$ cat config.mk
export PLATFORM = sky130hd
export DESIGN_NAME = aes_dec_bist
export DESIGN_NICKNAME = d
export VERILOG_FILES = /design/src/rtl/aes_bist_pkg.sv /design/src/rtl/aes_kat_rom.sv /design/src/rtl/aes_dec_bist.sv
export SDC_FILE = /design/constraint.sdc
export NUM_CORES = 1
export LEC_CHECK = 0
export CAP_MARGIN = 20
export CORE_MARGIN = 2
export CORE_UTILIZATION = 40
export DETAILED_ROUTE_END_ITERATION = 10
export GPL_TIMING_DRIVEN = 1
export HOLD_SLACK_MARGIN = 0.12
export PLACE_DENSITY_LB_ADDON = 0.12
export SLEW_MARGIN = 20
export SYNTH_ARGS = -nofsm -noshare
export SYNTH_HDL_FRONTEND = slang
export SYNTH_SLANG_ARGS = --single-unit
$ cat constraint.sdc
create_clock -name CLK -period 4 [get_ports CLK]
set_input_delay 0.8 -clock CLK [delete_from_list [all_inputs] [get_ports CLK]]
set_output_delay 0.8 -clock CLK [all_outputs]
set_load 0.02 [all_outputs]
$ cat src/rtl/aes_bist_pkg.sv
// Shared types, limits and the known-answer table for the AES-128 decryption self-test.
// Vector 7 reuses vector 0's key/ct with a deliberately wrong expected plaintext.
package aes_bist_pkg;

    typedef enum logic [2:0] {
        ST_IDLE,
        ST_CORE_RST,
        ST_LOAD,
        ST_START,
        ST_WAIT,
        ST_COMPARE,
        ST_NEXT,
        ST_DONE
    } state_t;

    typedef struct packed {
        logic [127:0] key;
        logic [127:0] ct;
        logic [127:0] pt;
    } kat_t;

    localparam int unsigned TIMEOUT_MIN  = 2;
    localparam int unsigned TIMEOUT_MAX  = 255;
    localparam int unsigned RST_HOLD_MIN = 1;
    localparam int unsigned RST_HOLD_MAX = 15;

    localparam logic [2:0] LAST_VECTOR = 3'd7;
    localparam logic [3:0] FAIL_SAT    = 4'd8;

    localparam logic [127:0] KEY_B    = 128'h2b7e151628aed2a6abf7158809cf4f3c;
    localparam logic [127:0] CT_B     = 128'h3925841d02dc09fbdc118597196a0b32;
    localparam logic [127:0] PT_B     = 128'h3243f6a8885a308d313198a2e0370734;
    localparam logic [127:0] KEY_C1   = 128'h000102030405060708090a0b0c0d0e0f;
    localparam logic [127:0] CT_C1    = 128'h69c4e0d86a7b0430d8cdb78070b4c55a;
    localparam logic [127:0] PT_C1    = 128'h00112233445566778899aabbccddeeff;
    localparam logic [127:0] KEY_ZERO = 128'h0;

    function automatic kat_t kat_lookup(input logic [2:0] index);
        kat_t entry;
        case (index)
            3'd0:    entry = '{key: KEY_B,    ct: CT_B,  pt: PT_B};
            3'd1:    entry = '{key: KEY_C1,   ct: CT_C1, pt: PT_C1};
            3'd2:    entry = '{key: KEY_B,
                               ct: 128'h3ad77bb40d7a3660a89ecaf32466ef97,
                               pt: 128'h6bc1bee22e409f96e93d7e117393172a};
            3'd3:    entry = '{key: KEY_B,
                               ct: 128'hf5d3d585503b9699de785895a96fdbaf,
                               pt: 128'hae2d8a571e03ac9c9eb76fac45af8e51};
            3'd4:    entry = '{key: KEY_B,
                               ct: 128'h43b1cd7f598ece23881b00e3ed030688,
                               pt: 128'h30c81c46a35ce411e5fbc1191a0a52ef};
            3'd5:    entry = '{key: KEY_B,
                               ct: 128'h7b0c785e27e8ad3f8223207104725dd4,
                               pt: 128'hf69f2445df4f9b17ad2b417be66c3710};
            3'd6:    entry = '{key: KEY_ZERO,
                               ct: 128'h66e94bd4ef8a2c3b884cfa59ca342b2e,
                               pt: 128'h0};
            // Comparator self-check: a correct core must NOT match this plaintext.
            3'd7:    entry = '{key: KEY_B, ct: CT_B, pt: PT_B ^ 128'h1};
            default: entry = '{key: 128'h0, ct: 128'h0, pt: 128'h0};
        endcase
        return entry;
    endfunction

    function automatic logic [3:0] fail_inc(input logic [3:0] count);
        if (count >= FAIL_SAT) begin
            return FAIL_SAT;
        end else begin
            return count + 4'd1;
        end
    endfunction

endpackage

$ cat src/rtl/aes_kat_rom.sv
// Combinational known-answer table: vector index -> {key, ct, pt}.
module aes_kat_rom
    import aes_bist_pkg::*;
(
    input  logic [2:0] index,
    output kat_t       entry
);

    // Table lookup
    always_comb begin
        entry = kat_lookup(index);
    end

endmodule

$ cat src/rtl/aes_dec_bist.sv
// Self-test sequencer driving known-answer vectors through an external AES-128 decryption core.
// Resets the core before every vector so a hung core is recovered after a timeout.
module aes_dec_bist
    import aes_bist_pkg::*;
#(
    parameter int unsigned TIMEOUT_CYCLES = 64,
    parameter int unsigned RST_HOLD       = 2
) (
    input  logic         CLK,
    input  logic         RST,
    input  logic         Run,
    input  logic         Sweep,
    input  logic [2:0]   Vec_Sel,
    output logic         Core_RST_n,
    output logic         Core_En,
    output logic [127:0] Core_CT,
    output logic [127:0] Core_KEY,
    input  logic [127:0] Core_PT,
    input  logic         Core_Valid,
    output logic         Busy,
    output logic         Done,
    output logic         Pass,
    output logic [3:0]   Fail_Count,
    output logic [7:0]   Result_Map,
    output logic         Timeout_Err
);

    localparam int unsigned TO_EFF   = (TIMEOUT_CYCLES < TIMEOUT_MIN) ? TIMEOUT_MIN :
                                       ((TIMEOUT_CYCLES > TIMEOUT_MAX) ? TIMEOUT_MAX : TIMEOUT_CYCLES);
    localparam int unsigned HOLD_EFF = (RST_HOLD < RST_HOLD_MIN) ? RST_HOLD_MIN :
                                       ((RST_HOLD > RST_HOLD_MAX) ? RST_HOLD_MAX : RST_HOLD);
    localparam logic [7:0] TO_LAST     = 8'(TO_EFF - 1);
    localparam logic [3:0] HOLD_CYCLES = 4'(HOLD_EFF);

    state_t         state_r;
    logic           sweep_r;
    logic [2:0]     index_r;
    logic [3:0]     hold_cnt_r;
    logic [7:0]     wait_cnt_r;
    logic [127:0]   pt_cap_r;
    kat_t           rom_entry_s;
    logic           vector_ok_s;

    aes_kat_rom u_rom (
        .index (index_r),
        .entry (rom_entry_s)
    );

    // Vector 7 passes only when the comparator reports a mismatch
    always_comb begin
        if (index_r == LAST_VECTOR) begin
            vector_ok_s = (pt_cap_r != rom_entry_s.pt);
        end else begin
            vector_ok_s = (pt_cap_r == rom_entry_s.pt);
        end
    end

    // Sequencer FSM with registered outputs
    always_ff @(posedge CLK) begin
        if (RST) begin
            state_r     <= ST_IDLE;
            sweep_r     <= 1'b0;
            index_r     <= 3'd0;
            hold_cnt_r  <= 4'd0;
            wait_cnt_r  <= 8'd0;
            pt_cap_r    <= 128'h0;
            Core_RST_n  <= 1'b0;
            Core_En     <= 1'b0;
            Core_CT     <= 128'h0;
            Core_KEY    <= 128'h0;
            Busy        <= 1'b0;
            Done        <= 1'b0;
            Pass        <= 1'b0;
            Fail_Count  <= 4'd0;
            Result_Map  <= 8'd0;
            Timeout_Err <= 1'b0;
        end else begin
            Core_En    <= 1'b0;
            Core_RST_n <= 1'b1;
            case (state_r)
                ST_IDLE, ST_DONE: begin
                    if (Run) begin
                        sweep_r     <= Sweep;
                        index_r     <= Sweep ? 3'd0 : Vec_Sel;
                        Fail_Count  <= 4'd0;
                        Result_Map  <= 8'd0;
                        Timeout_Err <= 1'b0;
                        Done        <= 1'b0;
                        Pass        <= 1'b0;
                        Busy        <= 1'b1;
                        hold_cnt_r  <= 4'd0;
                        state_r     <= ST_CORE_RST;
                    end else begin
                        state_r <= state_r;
                    end
                end
                ST_CORE_RST: begin
                    if (hold_cnt_r == HOLD_CYCLES) begin
                        state_r <= ST_LOAD;
                    end else begin
                        Core_RST_n <= 1'b0;
                        hold_cnt_r <= hold_cnt_r + 4'd1;
                    end
                end
                ST_LOAD: begin
                    Core_CT  <= rom_entry_s.ct;
                    Core_KEY <= rom_entry_s.key;
                    state_r  <= ST_START;
                end
                ST_START: begin
                    Core_En    <= 1'b1;
                    wait_cnt_r <= 8'd0;
                    state_r    <= ST_WAIT;
                end
                ST_WAIT: begin
                    if (Core_Valid) begin
                        pt_cap_r <= Core_PT;
                        state_r  <= ST_COMPARE;
                    end else if (wait_cnt_r == TO_LAST) begin
                        Timeout_Err <= 1'b1;
                        Fail_Count  <= fail_inc(Fail_Count);
                        state_r     <= ST_NEXT;
                    end else begin
                        wait_cnt_r <= wait_cnt_r + 8'd1;
                    end
                end
                ST_COMPARE: begin
                    if (vector_ok_s) begin
                        Result_Map[index_r] <= 1'b1;
                    end else begin
                        Fail_Count <= fail_inc(Fail_Count);
                    end
                    state_r <= ST_NEXT;
                end
                ST_NEXT: begin
                    if (sweep_r && (index_r != LAST_VECTOR)) begin
                        index_r    <= index_r + 3'd1;
                        hold_cnt_r <= 4'd0;
                        state_r    <= ST_CORE_RST;
                    end else begin
                        Busy    <= 1'b0;
                        Done    <= 1'b1;
                        Pass    <= (Fail_Count == 4'd0);
                        state_r <= ST_DONE;
                    end
                end
                default: begin
                    Busy    <= 1'b0;
                    state_r <= ST_IDLE;
                end
            endcase
        end
    end

endmodule

==> results.tsv, run 1 <==
metric	value	unit
number of global-route vias before repair	10900	
Yosys cell types	60	
initial antenna violation count	0	
final slew viol count	0	
Hold WS	0.435	ns
final hold violations	0	
worst hold path class	reg -> reg	
grt met1 use	29.8	%
Fill cells	3199	
Die Span X	192	um
max cap viols	0	
Boundary Pins	410	
Fmax	309	MHz
CP cell instances	xnor2_1, nand4_1, nor4_1, nand4_1, or4_4, nand3_1, mux2_2	
total global routing overflow	0	
# rows	68	
hold-fix buffers at CTS	0	
global route hottest layer	met2	
worst hold path depth	2	
worst ir drop on vdd	0.332	mV
total global routing track utilization	23.6	%
input/output buffers	360	
syn avg cell area	8.35	sq um
Pleak	6.59	nW
most used cell, CP	nand4_1	
synthesis-to-layout area growth	29.8	%
worst skew pair latency	0.52	ns
pre-CTS setup slack	0.341	ns
RD Place Congestion	0.864	
first-pass GRT wire length	65.2	mm
H-tree Lvls	2	
M3 GR Usage	4.51	%
Top delay family on crit path	simple AND/OR/NAND/NOR gates	
critical path fanouts, max	4	
Setup Buffers After CTS	0	
area occupied by multi-input gates	5640	sq um
register area	6890	sq um
Setup TNS Final	0	ns
power per standard cell area	551	nW/um^2
number of flops mapped to enable cells by yosys	0	
1st-pass router iterations	5	
CP Depth	7	
crit start category	flip-flop	
warnings from Yosys	0	
DR vias/cell	4.87	
Final nets	2049	
CTS Sinks	344	
dpl hpwl	33.6	mm
Rel. slew slack	28.0	%
worst-case reg-to-reg path depth	7	
drt initial violations	786	
wire per inst	18.8	um
register area share after synthesis	48.8	%
Die Height	192	um
CTS max path bufs	3	
# DRC	0	
layout cells sized above 1	5.62	%
Arr. time, crit path	3.64	ns
post_cts resized	0	
CTS root buffer	clkbuf_16	
Slew @ Worst Pin	1.07	ns
Worst Path Buf+Inv	0	
status	finished, final reports clean	
antenna-violating nets left	0	
pin count of the biggest net entering global routing	111	
RSZ-0062 raised after global routing	false	
Starting Density	40.7	%
Setup crit end kind	flip-flop	
critical path class	reg -> reg	
Setup Skew	0.0132	ns
Tmin final	3.24	ns
Worst-path clk slew	0.06	ns
Setup WS post-layout	0.759	ns
met2 usage	40.3	%
Final period util	81.0	%
Synth Cell Area	14100	sq um
Critical Path RT	4.40	ns
TritonCTS Buffers	37	
number of diodes	0	
via count	11600	
Crit-path slowest cell	or4_4	
core box area	34600	sq um
commonest non-fill, non-tap cells in the layout	476 x nand2_1, 359 x clkdlybuf4s50_1, 344 x dfxtp_1	
commonest non-fill, non-tap cell in the layout	nand2_1	
full die area	36800	sq um
ys flop type	dfxtp_1	
drt total wl	44.6	mm
cells after synthesis	1688	
CP peak stage delay	0.64	ns
ys async rst share	0	%
post-synthesis register bit count	344	
endpoints failing setup	0	
CTS tree	yes	
==> per-stage QoR <==
step / cells / utilization, % / instance area (sq um) / power [mW]
finish: 2378 / 52.8 / 18300 / 10.1
global route: 2378 / 52.8 / 18300 / 10.5
CTS: 2378 / 52.8 / 18300 / 10.2
detailed placement: 2314 / 49.2 / 17000 / 6.59
global placement: 2314 / 49.2 / 17000 / 6.59
floorplan: 1736 / - / 14300 / 5.69
==> cell families after synthesis <==
family | share of synthesized area [%]
AND/OR/NAND/NOR | 19.0
flip-flops | 48.8
buffers and inverters | 12.7
AO/OA/AOI/OAI | 10.7
XOR/XNOR | 6.83
adder cells (fa/ha/maj) | 1.33
multiplexers | 0.532
other | 0.0266
==> Yosys cell counts (3+ instances only) <==
| cell | n | share of area (%) |
|---|---|---|
| o21ai_0 | 16 | 0.57 |
| and3_2 | 4 | 0.21 |
| xnor2_1 | 103 | 6.4 |
| buf_2 | 4 | 0.14 |
| dfxtp_1 | 344 | 49 |
| buf_1 | 3 | 0.080 |
| clkbuf_1 | 75 | 2.0 |
| nor2b_1 | 3 | 0.13 |
| nand4_1 | 30 | 1.3 |
| nand2_1 | 477 | 13 |
| mux2i_1 | 3 | 0.21 |
| o32ai_1 | 3 | 0.19 |
| nand3_1 | 15 | 0.53 |
| mux2_2 | 4 | 0.32 |
| or2_2 | 3 | 0.13 |
| o211ai_1 | 4 | 0.21 |
| a32o_1 | 4 | 0.28 |
| and3_1 | 8 | 0.35 |
| a21oi_1 | 225 | 8.0 |
| nor4_1 | 8 | 0.35 |
| buf_4 | 177 | 9.4 |
| ha_1 | 15 | 1.3 |
| a211oi_1 | 6 | 0.32 |
| inv_1 | 32 | 0.85 |
| nor3_1 | 18 | 0.64 |
| nor2_1 | 53 | 1.4 |
| xor2_1 | 7 | 0.43 |
==> path summary, 6_finish.rpt <==
kind | from | to | slack (ns)
min reg2reg | u_rom.entry[230] | Core_CT[102] | 0.43
max | u_rom.entry[138] | Fail_Count[0] | 0.76
max reg2reg | u_rom.entry[138] | Fail_Count[0] | 0.76
min | u_rom.entry[230] | Core_CT[102] | 0.43
==> area by class of cell <==
| type | count | share of cell area [%] |
|---|---|---|
| clock buffer | 57 | 6.19 |
| clock inverter | 7 | 0.759 |
| inverter | 33 | 0.677 |
| multi-input combinational | 1098 | 30.8 |
| sequential | 344 | 37.6 |
| tap | 455 | 3.11 |
| timing repair buffer | 384 | 20.8 |
==> per-layer routing <==
metal  part of all wire [%]  vias to the layer above
met4                    3.3                        0
met3                    6.7                       71
met1                     42                     5383
met5                      0                        -
li1                       -                     5704
met2                     48                      419
==> report_power, final <==
group | switching [mW] | internal (mW)
clock network | 1.36 | 2.20
logic | 1.28 | 1.02
registers | 0.431 | 3.79
==> registers in the layout, indices dropped and copies added, names as in the netlist, 4 cells and up <==
signal / count
Result_Map: 8
Core_CT: 78
wait_cnt_r: 8
u_rom.entry: 100
pt_cap_r: 128
hold_cnt_r: 4
Fail_Count: 4
==> tightest hold or removal path, stage by stage (launching register included) <==
cell and delay [ns]:
dfxtp_1 0.29, nand2_1 0.04, a21oi_1 0.05
Note: power is estimated with default switching activity, not from simulation.
==> run 2: changes to the inputs <==
clock period = 2.73 ns   (was 4 ns; I/O delays follow)
==> run 2 against run 1 <==
  * The flow now finishes with violations (setup timing)
  * Sequential share of layout area decreased by 1.7 points
  * Non-clock buffer count increased by 76
  * Cell count increased by 3.4%
  * Largest power group unchanged
  * Critical path type unchanged
  * Core utilization grew 2.6 points
  * Worst hold slack better by 0.0021 ns
  * Largest cell class unchanged
==> results.tsv, run 2 (synthesis results as in run 1) <==
metric	value	unit	change
status	complete, but fails checks		
failing checks	setup timing		
Placed Cells	2386		+3.1%
# rows	68		unchanged
critical path fanouts, max	4		unchanged
worst skew pair latency	0.52	ns	about the same
CTS Sinks	344		unchanged
Setup WS post-layout	-0.0779	ns	-0.837 ns
worst hold path class	reg -> reg		
Tot Pwr	15.5	mW	+54%
FF-to-FF Start	pt_cap_r[98]		
CP peak stage delay	0.51	ns	-0.13 ns
number of flip-flops in the largest register	128		unchanged
1st-pass router iterations	5		unchanged
antenna-violating nets left	0		unchanged
commonest non-fill, non-tap cell in the layout	nand2_1		
full die area	36800	sq um	unchanged
number of global-route vias before repair	11200		+3.4%
drt initial violations	754		-4.1%
Final period util	103	%	+22 points
Biggest register	pt_cap_r		
Die Height	192	um	unchanged
worst ir drop on vdd	0.548	mV	+65%
crit start category	flip-flop		
final slew viol count	0		unchanged
Final nets	2126		+3.8%
Critical Path RT	3.18	ns	-1.22 ns
Crit-path slowest cell	or4_1		
Design Area, Final	19200	sq um	+5.0%
TritonCTS Buffers	38		+2.7%
endpoints failing setup	10		+10
final hold violations	0		unchanged
dpl hpwl	34.2	mm	+1.9%
initial antenna violation count	0		unchanged
DR vias/cell	4.86		-0.13%
Setup Skew	0.0130	ns	-0.000221 ns
Rel. slew slack	44.1	%	+16 points
via count	12000		+3.3%
wire per inst	18.4	um	-1.8%
Crit. Startpoint	pt_cap_r[98]		
critical path class	reg -> reg		
CTS root buffer	clkbuf_16		
CTS tree	yes		
synthesis-to-layout area growth	36.2	%	
drt total wl	45.3	mm	+1.6%
first-pass GRT wire length	66.3	mm	+1.7%
RD Place Congestion	0.905		+4.7%
Slew @ Worst Pin	0.839	ns	-0.230 ns
non-filler cells, final	2460		+3.4%
Starting Density	40.7	%	unchanged
placed inst area	17700	sq um	+4.0%
layout cells sized above 1	10.7	%	+5.1 points
Worst R2R End	Result_Map[1]		
worst-case reg-to-reg path depth	9		+2
r2r setup slk	-0.08	ns	-0.84 ns
CTS max path bufs	3		unchanged
commonest non-fill, non-tap cells in the layout	475 x nand2_1, 359 x clkdlybuf4s50_1, 340 x dfxtp_1		
H-tree Lvls	2		unchanged
CP cell instances	or4_1, a222oi_1, nor3b_2, nand4_1, buf_6, or4_4, buf_4, a21oi_4, a32o_1		
Setup crit end kind	flip-flop		
pin count of the biggest net entering global routing	129		+16%
Pleak	7.07	nW	+7.2%
Critical Path End	Result_Map[1]		
total global routing overflow	0		unchanged
# DRC	0		unchanged
hold-fix buffers at CTS	0		unchanged
core box area	34600	sq um	unchanged
input/output buffers	360		unchanged
max cap viols	0		unchanged
Worst-path clk slew	0.06	ns	about the same
Fmax	356	MHz	+15%
Arr. time, crit path	3.26	ns	-0.38 ns
number of diodes	0		unchanged
Boundary Pins	410		unchanged
RSZ-0062 raised after global routing	true		
power per standard cell area	806	nW/um^2	+46%
total global routing track utilization	23.9	%	+0.26 points
Die Span X	192	um	unchanged
Tmin final	2.81	ns	-0.433 ns
Setup TNS Final	-0.658	ns	-0.658 ns
[run 2: timing repair]
| item | in CTS | in global routing |
|---|---|---|
| setup endpoints to repair | 12 | 45 |
| hold endpoints to repair | 0 | 0 |
| pin swaps | 9 | 8 |
| buffers inserted | 0 | 4 |
| gates resized for setup | 10 | 9 |
[run 2: worst max-delay path, delay by kind of cell, from the launching register on]
kind                   cells  cell delay [ns]
AND/OR/NAND/NOR            4             1.34
buffers and inverters      2             0.34
AO/OA/AOI/OAI              3             0.75
flip-flops                 1             0.31
[run 2: how the worst min path moves through the flow]
stage / startpoint / end / slack (ns) / cells past startpoint
floorplan: u_rom.entry[230] / Core_CT[102] / 0.42 / 2
global placement: u_rom.entry[129] / Core_CT[1] / 0.42 / 2
detailed placement: u_rom.entry[253] / Core_CT[125] / 0.43 / 2
CTS: u_rom.entry[253] / Core_CT[125] / 0.44 / 2
global route: u_rom.entry[248] / Core_CT[120] / 0.45 / 2
finish: u_rom.entry[249] / Core_CT[121] / 0.44 / 2
[run 2: cell type report]
cell class | count | area, sq um
clock buffer | 48 | 1100
sequential | 344 | 6900
fill | 3231 | 15400
inverter | 33 | 124
tap | 455 | 569
multi-input combinational | 1098 | 5740
clock inverter | 22 | 289
timing repair buffer | 460 | 4490
[run 2: where the power goes]
| group | total, mW | internal (mW) | switching, mW |
|---|---|---|---|
| Clock | 5.57 | 3.46 | 2.11 |
| Combinational | 3.82 | 1.76 | 2.06 |
| Sequential | 6.10 | 5.56 | 0.542 |
| Total | 15.5 | 10.8 | 4.71 |
[run 2: routing by layer]
layer	vias up	GRT usage, %	wire [um]
li1	5854	-	-
met1	5588	30.7	19300
met2	443	40.1	21300
met3	76	4.06	2930
met4	0	9.17	1720
met5	-	0	0
[run 2: through the flow]
step / util, % / setup slack, ns / hold WS, ns
floorplan: - / 0.0414 / 0.417
global placement: 51.1 / -0.137 / 0.425
detailed placement: 51.1 / -0.176 / 0.428
CTS: 55.3 / -0.135 / 0.438
global route: 55.5 / -0.171 / 0.455
finish: 55.5 / -0.0779 / 0.437
